### config.mk
export PLATFORM = sky130hd
export DESIGN_NAME = cache_lru_partitioned
export DESIGN_NICKNAME = d
export VERILOG_FILES = /design/src/rtl/cache_lru_partitioned_pkg.sv /design/src/rtl/cache_lru_partitioned_age_update.sv /design/src/rtl/cache_lru_partitioned.sv
export SDC_FILE = /design/constraint.sdc
export NUM_CORES = 2
export LEC_CHECK = 0
export CAP_MARGIN = 10
export CELL_PAD_IN_SITES_DETAIL_PLACEMENT = 0
export CELL_PAD_IN_SITES_GLOBAL_PLACEMENT = 1
export CORE_ASPECT_RATIO = 0.8
export CORE_MARGIN = 2
export CORE_UTILIZATION = 30
export CTS_BUF_LIST = sky130_fd_sc_hd__clkbuf_8
export CTS_CLUSTER_SIZE = 25
export DETAILED_ROUTE_END_ITERATION = 6
export PLACE_DENSITY = 0.57
export SETUP_SLACK_MARGIN = 0.5
export SKIP_LAST_GASP = 1
export SLEW_MARGIN = 20
export SYNTH_ARGS = -nofsm -noshare
export SYNTH_HDL_FRONTEND = slang
export SYNTH_HIERARCHICAL = 1
export SYNTH_SLANG_ARGS = --single-unit
### constraint.sdc
create_clock -name clk_i -period 11.15 [get_ports clk_i]
set_input_delay 2.23 -clock clk_i [delete_from_list [all_inputs] [get_ports clk_i]]
set_output_delay 2.23 -clock clk_i [all_outputs]
set_load 0.01 [all_outputs]
### src/rtl/cache_lru_partitioned_pkg.sv
// Shared types and default sizing for the partitioned true-LRU engine.
package cache_lru_partitioned_pkg;

  // Threading mode of the core the cache serves.
  typedef enum logic {
    Single_Threaded = 1'b0,
    Multi_Threaded  = 1'b1
  } multithreading_mode_t;

  // Flush sequencer states. The engine leaves reset in FLUSH.
  typedef enum logic {
    FLUSH = 1'b0,
    IDLE  = 1'b1
  } lru_flush_state_t;

  localparam int unsigned LRU_NUM_SET_DEF      = 16;
  localparam int unsigned LRU_WAYS_PER_SET_DEF = 8;
  localparam int unsigned LRU_NUM_THREADS_DEF  = 2;

endpackage

### src/rtl/cache_lru_partitioned_age_update.sv
// cache_lru_age_update: combinational single-touch update of one set's age vector.
// The partition size P is supplied as P-1 (a low-bit mask), so P=WAYS_PER_SET
// makes the whole set one partition. Ways in the touched way's partition that
// are younger than it age by one; the touched way becomes MRU (age 0).
module cache_lru_age_update #(
  parameter int unsigned WAYS_PER_SET   = 8,
  parameter int unsigned WAYS_PER_SET_W = $clog2(WAYS_PER_SET)
) (
  input  logic                                        en_i,
  input  logic [WAYS_PER_SET-1:0][WAYS_PER_SET_W-1:0] ages_i,
  input  logic [WAYS_PER_SET_W-1:0]                   way_i,
  input  logic [WAYS_PER_SET_W-1:0]                   part_size_m1_i,
  output logic [WAYS_PER_SET-1:0][WAYS_PER_SET_W-1:0] ages_o
);

  localparam logic [WAYS_PER_SET_W-1:0] AGE_ONE = WAYS_PER_SET_W'(1);

  logic [WAYS_PER_SET_W-1:0] part_sel_mask;
  logic [WAYS_PER_SET_W-1:0] touched_age;

  // Apply one touch; pass the vector through untouched when disabled.
  always_comb begin
    // NOTE: every combinational output gets a default before any condition,
    // so no path leaves a variable unassigned and no latch is inferred.
    ages_o        = ages_i;
    part_sel_mask = ~part_size_m1_i;
    touched_age   = ages_i[way_i];
    if (en_i) begin
      for (int j = 0; j < WAYS_PER_SET; j++) begin
        if (((WAYS_PER_SET_W'(j) & part_sel_mask) == (way_i & part_sel_mask)) &&
            (ages_i[j] < touched_age)) begin
          ages_o[j] = ages_i[j] + AGE_ONE;
        end
      end
      ages_o[way_i] = '0;
    end
  end

endmodule

### src/rtl/cache_lru_partitioned.sv
// cache_lru_partitioned: true-LRU replacement engine with static per-thread way
// partitioning, two touch ports, registered victim lookup and a flush sequencer
// that rebuilds all ages when the threading mode is (re)latched.
// Optional feature macro: LRU_WAY_LOCK_EN (adds way_lock_mask_i; locked ways are
// never chosen as victim; victim_none_o flags a fully locked partition).
module cache_lru_partitioned
  import cache_lru_partitioned_pkg::*;
#(
  parameter int unsigned NUM_SET        = LRU_NUM_SET_DEF,
  parameter int unsigned WAYS_PER_SET   = LRU_WAYS_PER_SET_DEF,
  parameter int unsigned NUM_THREADS    = LRU_NUM_THREADS_DEF,
  parameter int unsigned NUM_SET_W      = $clog2(NUM_SET),
  parameter int unsigned WAYS_PER_SET_W = $clog2(WAYS_PER_SET),
  parameter int unsigned THR_W          = (NUM_THREADS > 1) ? $clog2(NUM_THREADS) : 1
) (
  input  logic                      clk_i,
  input  logic                      rst_ni,
  input  multithreading_mode_t      mt_mode_i,
  input  logic                      flush_req_i,
  input  logic                      victim_req_i,
  input  logic [NUM_SET_W-1:0]      victim_set_i,
  input  logic [THR_W-1:0]          victim_thread_i,
  input  logic                      upd0_req_i,
  input  logic [NUM_SET_W-1:0]      upd0_set_i,
  input  logic [WAYS_PER_SET_W-1:0] upd0_way_i,
  input  logic                      upd1_req_i,
  input  logic [NUM_SET_W-1:0]      upd1_set_i,
  input  logic [WAYS_PER_SET_W-1:0] upd1_way_i,
`ifdef LRU_WAY_LOCK_EN
  input  logic [WAYS_PER_SET-1:0]   way_lock_mask_i,
`endif
  output logic                      flush_busy_o,
  output logic                      victim_valid_o,
  output logic [WAYS_PER_SET_W-1:0] victim_way_o,
  output logic                      victim_none_o
);

  typedef logic [WAYS_PER_SET-1:0][WAYS_PER_SET_W-1:0] age_vec_t;

  localparam int unsigned P_MT = WAYS_PER_SET / NUM_THREADS;
  localparam logic [WAYS_PER_SET_W-1:0] P_ST_M1 = WAYS_PER_SET_W'(WAYS_PER_SET - 1);
  localparam logic [WAYS_PER_SET_W-1:0] P_MT_M1 = WAYS_PER_SET_W'(P_MT - 1);
  localparam logic [NUM_SET_W-1:0]      LAST_SET = NUM_SET_W'(NUM_SET - 1);

  // Ages after a rebuild: way w gets w mod P, i.e. w masked by P-1.
  function automatic age_vec_t rebuild_ages(logic [WAYS_PER_SET_W-1:0] p_m1);
    age_vec_t v;
    for (int w = 0; w < WAYS_PER_SET; w++) begin
      v[w] = WAYS_PER_SET_W'(w) & p_m1;
    end
    return v;
  endfunction

  // ---------------------------------------------------------------------------
  // Flush sequencer state
  // ---------------------------------------------------------------------------
  lru_flush_state_t     state_q, state_d;
  logic [NUM_SET_W-1:0] set_cnt_q, set_cnt_d;
  multithreading_mode_t mode_q, mode_d;
  // Set while the post-reset flush has not yet sampled mt_mode_i.
  logic                 mode_pending_q, mode_pending_d;

  multithreading_mode_t      flush_mode;
  logic [WAYS_PER_SET_W-1:0] flush_part_m1;
  logic [WAYS_PER_SET_W-1:0] part_m1;

  assign flush_mode    = mode_pending_q ? mt_mode_i : mode_q;
  assign flush_part_m1 = (flush_mode == Single_Threaded) ? P_ST_M1 : P_MT_M1;
  assign part_m1       = (mode_q == Single_Threaded) ? P_ST_M1 : P_MT_M1;
  assign flush_busy_o  = (state_q == FLUSH);

  // Next-state logic: walk all sets once in FLUSH, accept flush requests in IDLE.
  always_comb begin
    state_d        = state_q;
    set_cnt_d      = set_cnt_q;
    mode_d         = mode_q;
    mode_pending_d = mode_pending_q;
    case (state_q)
      FLUSH: begin
        if (mode_pending_q) begin
          mode_d         = mt_mode_i;
          mode_pending_d = 1'b0;
        end
        if (set_cnt_q == LAST_SET) begin
          state_d   = IDLE;
          set_cnt_d = '0;
        end else begin
          set_cnt_d = set_cnt_q + NUM_SET_W'(1);
        end
      end
      IDLE: begin
        if (flush_req_i) begin
          state_d   = FLUSH;
          set_cnt_d = '0;
          mode_d    = mt_mode_i;
        end
      end
      default: state_d = FLUSH;
    endcase
  end

  // Sequencer registers; reset starts a flush from set 0 in single-threaded mode.
  always_ff @(posedge clk_i or negedge rst_ni) begin
    if (!rst_ni) begin
      state_q        <= FLUSH;
      set_cnt_q      <= '0;
      mode_q         <= Single_Threaded;
      mode_pending_q <= 1'b1;
    end else begin
      // NOTE: state registers use non-blocking assignments so every flop samples
      // pre-edge values regardless of block evaluation order.
      state_q        <= state_d;
      set_cnt_q      <= set_cnt_d;
      mode_q         <= mode_d;
      mode_pending_q <= mode_pending_d;
    end
  end

  // ---------------------------------------------------------------------------
  // Age storage and touch path
  // ---------------------------------------------------------------------------
  age_vec_t ages_q [NUM_SET];
  age_vec_t ages0, ages1, upd1_src;
  logic     upd0_act, upd1_act;

  assign upd0_act = upd0_req_i && (state_q == IDLE);
  assign upd1_act = upd1_req_i && (state_q == IDLE);
  // Port 1 sees port 0's result when both hit the same set.
  assign upd1_src = (upd0_act && (upd1_set_i == upd0_set_i)) ? ages0 : ages_q[upd1_set_i];

  cache_lru_age_update #(
    .WAYS_PER_SET   (WAYS_PER_SET),
    .WAYS_PER_SET_W (WAYS_PER_SET_W)
  ) u_upd0 (
    .en_i           (upd0_act),
    .ages_i         (ages_q[upd0_set_i]),
    .way_i          (upd0_way_i),
    .part_size_m1_i (part_m1),
    .ages_o         (ages0)
  );

  cache_lru_age_update #(
    .WAYS_PER_SET   (WAYS_PER_SET),
    .WAYS_PER_SET_W (WAYS_PER_SET_W)
  ) u_upd1 (
    .en_i           (upd1_act),
    .ages_i         (upd1_src),
    .way_i          (upd1_way_i),
    .part_size_m1_i (part_m1),
    .ages_o         (ages1)
  );

  // Age array: flush writes one set per cycle; otherwise commit touch results.
  always_ff @(posedge clk_i or negedge rst_ni) begin
    if (!rst_ni) begin
      // NOTE: the age array is built from flops, not a RAM macro, and the
      // reset permutation is observable, so every entry is reset explicitly.
      for (int s = 0; s < NUM_SET; s++) begin
        ages_q[s] <= rebuild_ages(P_ST_M1);
      end
    end else if (state_q == FLUSH) begin
      ages_q[set_cnt_q] <= rebuild_ages(flush_part_m1);
    end else begin
      if (upd0_act) ages_q[upd0_set_i] <= ages0;
      // On a shared set this later write wins and already contains port 0's touch.
      if (upd1_act) ages_q[upd1_set_i] <= ages1;
    end
  end

  // ---------------------------------------------------------------------------
  // Victim search
  // ---------------------------------------------------------------------------
  age_vec_t                  vic_ages;
  logic [WAYS_PER_SET-1:0]   vic_elig;
  logic [WAYS_PER_SET-1:0]   vic_in_part;
  logic [WAYS_PER_SET_W-1:0] vic_base;
  logic [WAYS_PER_SET_W-1:0] vic_best_way;
  logic [WAYS_PER_SET_W-1:0] vic_best_age;
  logic                      vic_found;
  logic                      vic_accept;

  assign vic_accept = victim_req_i && (state_q == IDLE);

`ifdef LRU_WAY_LOCK_EN
  assign vic_elig = ~way_lock_mask_i;
`else
  assign vic_elig = '1;
`endif

  // Oldest eligible way within the requesting thread's partition.
  always_comb begin
    vic_ages     = ages_q[victim_set_i];
    vic_in_part  = '0;
    vic_base     = '0;
    vic_found    = 1'b0;
    vic_best_age = '0;
    if (mode_q != Single_Threaded) begin
      vic_base = WAYS_PER_SET_W'(int'(victim_thread_i) * int'(P_MT));
    end
    vic_best_way = vic_base;
    for (int j = 0; j < WAYS_PER_SET; j++) begin
      vic_in_part[j] = (mode_q == Single_Threaded) ||
                       ((j / int'(P_MT)) == int'(victim_thread_i));
      if (vic_in_part[j] && vic_elig[j] && (!vic_found || (vic_ages[j] > vic_best_age))) begin
        vic_found    = 1'b1;
        vic_best_age = vic_ages[j];
        vic_best_way = WAYS_PER_SET_W'(j);
      end
    end
  end

  // Registered victim response: one-cycle valid pulse per accepted request.
  always_ff @(posedge clk_i or negedge rst_ni) begin
    if (!rst_ni) begin
      victim_valid_o <= 1'b0;
      victim_way_o   <= '0;
    end else begin
      victim_valid_o <= vic_accept;
      if (vic_accept) victim_way_o <= vic_best_way;
    end
  end

`ifdef LRU_WAY_LOCK_EN
  // No-victim flag travels with the registered way.
  always_ff @(posedge clk_i or negedge rst_ni) begin
    if (!rst_ni) begin
      victim_none_o <= 1'b0;
    end else if (vic_accept) begin
      victim_none_o <= !vic_found;
    end
  end
`else
  assign victim_none_o = 1'b0;
`endif

  // Changing the threading mode outside a flush request leaves the ages inconsistent.
  mode_stable_a : assert property (@(posedge clk_i) disable iff (!rst_ni)
    ((state_q == IDLE) && !flush_req_i) |-> (mt_mode_i == mode_q))
    else $error("mt_mode changed without flush");

endmodule

==> results by stage <==
Yosys:
- Sequential elements use 30.40% of the synthesized area.
- The total of warnings raised by yosys is 6.
- The fraction of registers with async set or reset after synthesis is 100.0%.
- The number of standard cells after synthesis is 3,700.
- The number of register bits inferred by synthesis is 395.
- The primary flip-flop cell chosen by synthesis mapping is sky130_fd_sc_hd__dfrtp_1.
- The unique cell type count in the Yosys netlist is 71.
- Averaged over all synthesized cells, the footprint is 9.003 µm².
- Counting flops with a built-in enable in the synthesized netlist gives 0.
- The mapped netlist covers 33,310 µm².

Route:
- The via count is 33,020.
- The total length of routed wires is 178.4 mm.
- Dividing the detail-routed via count by the number of cells gives 6.356.
- The count of unresolved DRC violations after routing is 0.
- After detailed routing, the average wire length per cell comes to 34.33 µm.
- The first TritonRoute pass finished after 6 iterations.
- The count of nets left with antenna violations once routing finished came out at 0.
- In this run, the number of DRC markers left after iteration 0 of detailed routing was 4,722.

Die:
- Row generation in the floorplan step produced 109 rows.
- The region available for standard cell placement spans 110,300 µm².
- The initial core utilization is 30.19%.
- The area of the die is 113,700 µm².
- From left edge to right edge, the die measures 376.5 µm.
- 32 I/O pins were placed.
- The y dimension of the die is 302.0 µm.

Clocking:
- TritonCTS built the clock tree.
- The H-tree generated during clock tree synthesis spans 3 levels.
- In this run the deepest clock path goes through 3 buffers.
- The worst-skew pair later-pin latency is 0.79 ns.
- After clock tree synthesis, the flow added hold-fix buffers numbering 0.
- Clock-pin slew was measured on the worst setup and hold paths at 0.07 ns.
- The CTS buffer count is 80.
- CTS saw 395 sinks.
- The root buffer cell chosen for the clock tree is sky130_fd_sc_hd__clkbuf_8.

Timing:
- The number of setup violations in the final report is 0.
- Derived from the worst setup path, the maximum achievable clock frequency is 92.95 MHz.
- Summed over all failing endpoints, the final setup total negative slack is 0 ns.
- The time the final worst path needs with I/O delays and setup is 10.76 ns.
- The final count of hold timing violations is 0.
- The max-slew violation count is 0.
- Across the routed clock network, the largest skew measured is 0.04980 ns.
- Setup repair after global routing could not meet its margin everywhere.
- The slew at the pin closest to its max-slew limit is 1.264 ns.
- The share of the cycle needed by the critical path after routing is 96.49%.
- The max-slew headroom at the worst pin is 15.64%.

Setup path:
- At the worst endpoint, the arrival time is 11.44 ns.
- The cell at the slowest stage of the critical path is sky130_fd_sc_hd__a221oi_4.
- The critical path class is input pin to flop.
- The sort of element at the start of the critical path is an input pin.
- Data on the critical path is required at its endpoint by 11.83 ns.
- The stage delay of the slowest cell on the critical path is 0.34 ns.
- The worst register-to-register path has a depth of 50.
- The most used cell along the critical path is sky130_fd_sc_hd__ha_1.
- The type of destination of the critical path is a flop.
- The maximum fanout along the worst path is 6.

Final layout:
- The final cell area excluding filler cells is 38,170 µm².
- The library cell used most frequently in the layout, excluding fill and tap cells, is sky130_fd_sc_hd__nand2_1.
- The final layout contains 3,779 nets.
- The top cell types in the final layout, fill and taps aside, are 639 x sky130_fd_sc_hd__nand2_1, 329 x sky130_fd_sc_hd__mux4_2, 301 x sky130_fd_sc_hd__o21ai_0, 291 x sky130_fd_sc_hd__a21oi_1, 235 x sky130_fd_sc_hd__nor2_1.
- The fraction of final layout cells sized beyond drive strength 1 is 28.28%.
- Compared with the post-synthesis result, the final layout area differs by 14.58%.
- After the flow finishes, the layout carries non-filler instances totaling 5,195.
- The number of inserted filler cells in the final layout is 11,160.

Global routing:
- The most congested layer reported by global routing is met1.
- The total overflow left after global routing is 0.
- The met3 track demand over resource is 10.36%.
- The wire length of the first global-routing pass is 249.0 mm.
- Entering global routing, the biggest net connects 89 pins.
- Global routing used 31.06% of the available tracks.
- The number of global-route vias before repair is 30,430.
- For this run, global-route usage on met1 was measured as 44.65%.
- The number of antenna violations at the first check in global routing was 17.
- In the global route stage, met2 resource usage came out at 43.19%.

Power:
- The worst vdd rail ir drop is 0.2450 mV.
- Dividing total power by cell area gives a power density of 258.7 nW/µm².
- The static leakage is 14.87 nW.

Placed design:
- The congestion estimate from routability-driven global placement came to 1.006.
- The placed instances occupy a cell area of 36,010 µm².
- The number of I/O port buffers is 30.
- The wire-length estimate of the detail-placed layout is 122.4 mm.
- Counting tap cells, the placed design contains a total of 5,028 instances.

Worst hold path:
- Along the worst hold path, the cell count comes to 1.
- The tightest min-delay check is of the flop to flop type.

Job:
- The count of max-cap constraint violations is 0.

Status:
- The flow ran to the end, and the final reports show no timing, DRC or antenna violations.
## sequential cells by signal, summed over array words and instances (netlist names)
register,cells
ages_q,384
mode_pending_q,1
mode_q,1
set_cnt_q,4
state_q,1
victim_valid_o,1
victim_way_o,3
## final timing paths
path | start | endpoint | slack (ns)
worst min register to register | mode_pending_q$_DFFE_PN1N_ | mode_pending_q$_DFFE_PN1N_ | 0.53
worst max register to register | ages_q[313]$_DFFE_PN0P_ | victim_way_o[1]$_DFFE_PN0P_ | 1.53
worst min-delay path | mode_pending_q$_DFFE_PN1N_ | mode_pending_q$_DFFE_PN1N_ | 0.53
worst max-delay path | victim_set_i[0] | victim_way_o[1]$_DFFE_PN0P_ | 0.39
max in group asynchronous | rst_ni | state_q$_DFF_PN0_ | 7.57
min in group asynchronous | rst_ni | ages_q[304]$_DFFE_PN0P_ | 1.53
## critical path, delay by kind of cell
family	cells	cell delay [ns]
AO/OA/AOI/OAI	24	4.59
adder cells (fa/ha/maj)	7	1.90
buffers and inverters	4	0.48
multiplexers	2	0.39
AND/OR/NAND/NOR	15	1.86
## cell usage after synthesis, drive strengths merged, types with 4 or more instances
cell	n	area, µm²
a211oi	38	285.3
a21o	5	37.54
a21oi	295	1476
a221oi	7	67.56
a22o	6	52.55
a22oi	37	277.8
a311o	7	70.07
a31o	5	43.79
a31oi	108	675.7
and2	13	81.33
and3	89	556.8
buf	86	422.9
clkbuf	300	1129
dfrtp	202	5055
dfstp	193	5071
ha	73	913.4
inv	51	191.4
mux2	34	386.6
mux2i	48	505.5
mux4	339	7672
nand2	649	2436
nand2b	19	118.9
nand3	180	900.9
nand3b	12	90.09
nand4	12	75.07
nor2	255	957.2
nor2b	28	175.2
nor3	48	240.2
o2111ai	10	87.58
o211ai	39	292.8
o21a	7	52.55
o21ai	342	1719
o21ba	6	60.06
o22a	4	35.03
o22ai	4	25.02
o31ai	38	290.3
or2	9	56.30
or3	60	375.4
xor2	5	43.79
## layout make-up
class	count	area [µm²]	share of cell area (%)
diodes	7	17.52	0.04590
clock buffers	106	1459	3.823
clock inverters	41	195.2	0.5114
inverters	52	198.9	0.5213
multi-input cells	2882	22180	58.10
flip-flops and latches	395	10130	26.54
well taps	1443	1805	4.731
repair buffers	269	2185	5.724
## routing by layer
layer  vias up  wire length, µm
li1      13720                -
met1     16600            75540
met2      2288            72330
met3       410            23520
met4         2             6965
met5         -               11
## logic make-up (layout without fill, tap and decap cells)
| group | after synthesis | in the layout | synth area share (%) |
|---|---|---|---|
| and+or+nand+nor | 1384 | 1384 | 18.44 |
| AOI/OAI and AO/OA | 979 | 979 | 17.23 |
| buffers and inverters | 438 | 468 | 5.244 |
| muxes | 421 | 421 | 25.71 |
| DFF | 395 | 395 | 30.40 |
| adders and majority gates | 73 | 73 | 2.742 |
| xor gates and xnor gates | 8 | 8 | 0.2104 |
| other | 2 | 24 | 0.02255 |
## power by group
part	total, W	switching (W)	internal (W)
combinational	0.00548	0.00308	0.00240
sequential	0.00276	0.000649	0.00211
clock	0.00163	0.000780	0.000851
total	0.00987	0.00451	0.00537
## per-stage QoR
stage	power [W]	setup slack (ns)	util [%]	hold slack (ns)
3_3_place_gp	0.007721	-0.3874	32.64	0.5151
5_1_grt	0.01034	0.08220	34.58	0.5475
6_report	0.009872	0.3916	34.59	0.5273
3_5_place_dp	0.007711	-0.4819	32.64	0.5163
2_1_floorplan	0.005637	0.1924	-	0.4932
4_1_cts	0.009396	0.5070	34.17	0.5273
## timing repair
item / 4_1_cts / 5_1_grt
gates cloned: 0 / 1
setup buffers: 1 / 11
pin swaps: 6 / 46
endpoints found under the hold margin: 0 / 0
endpoints found under the setup margin: 3 / 3
gates resized for setup: 7 / 71
Power figures use the tool's default switching activity.
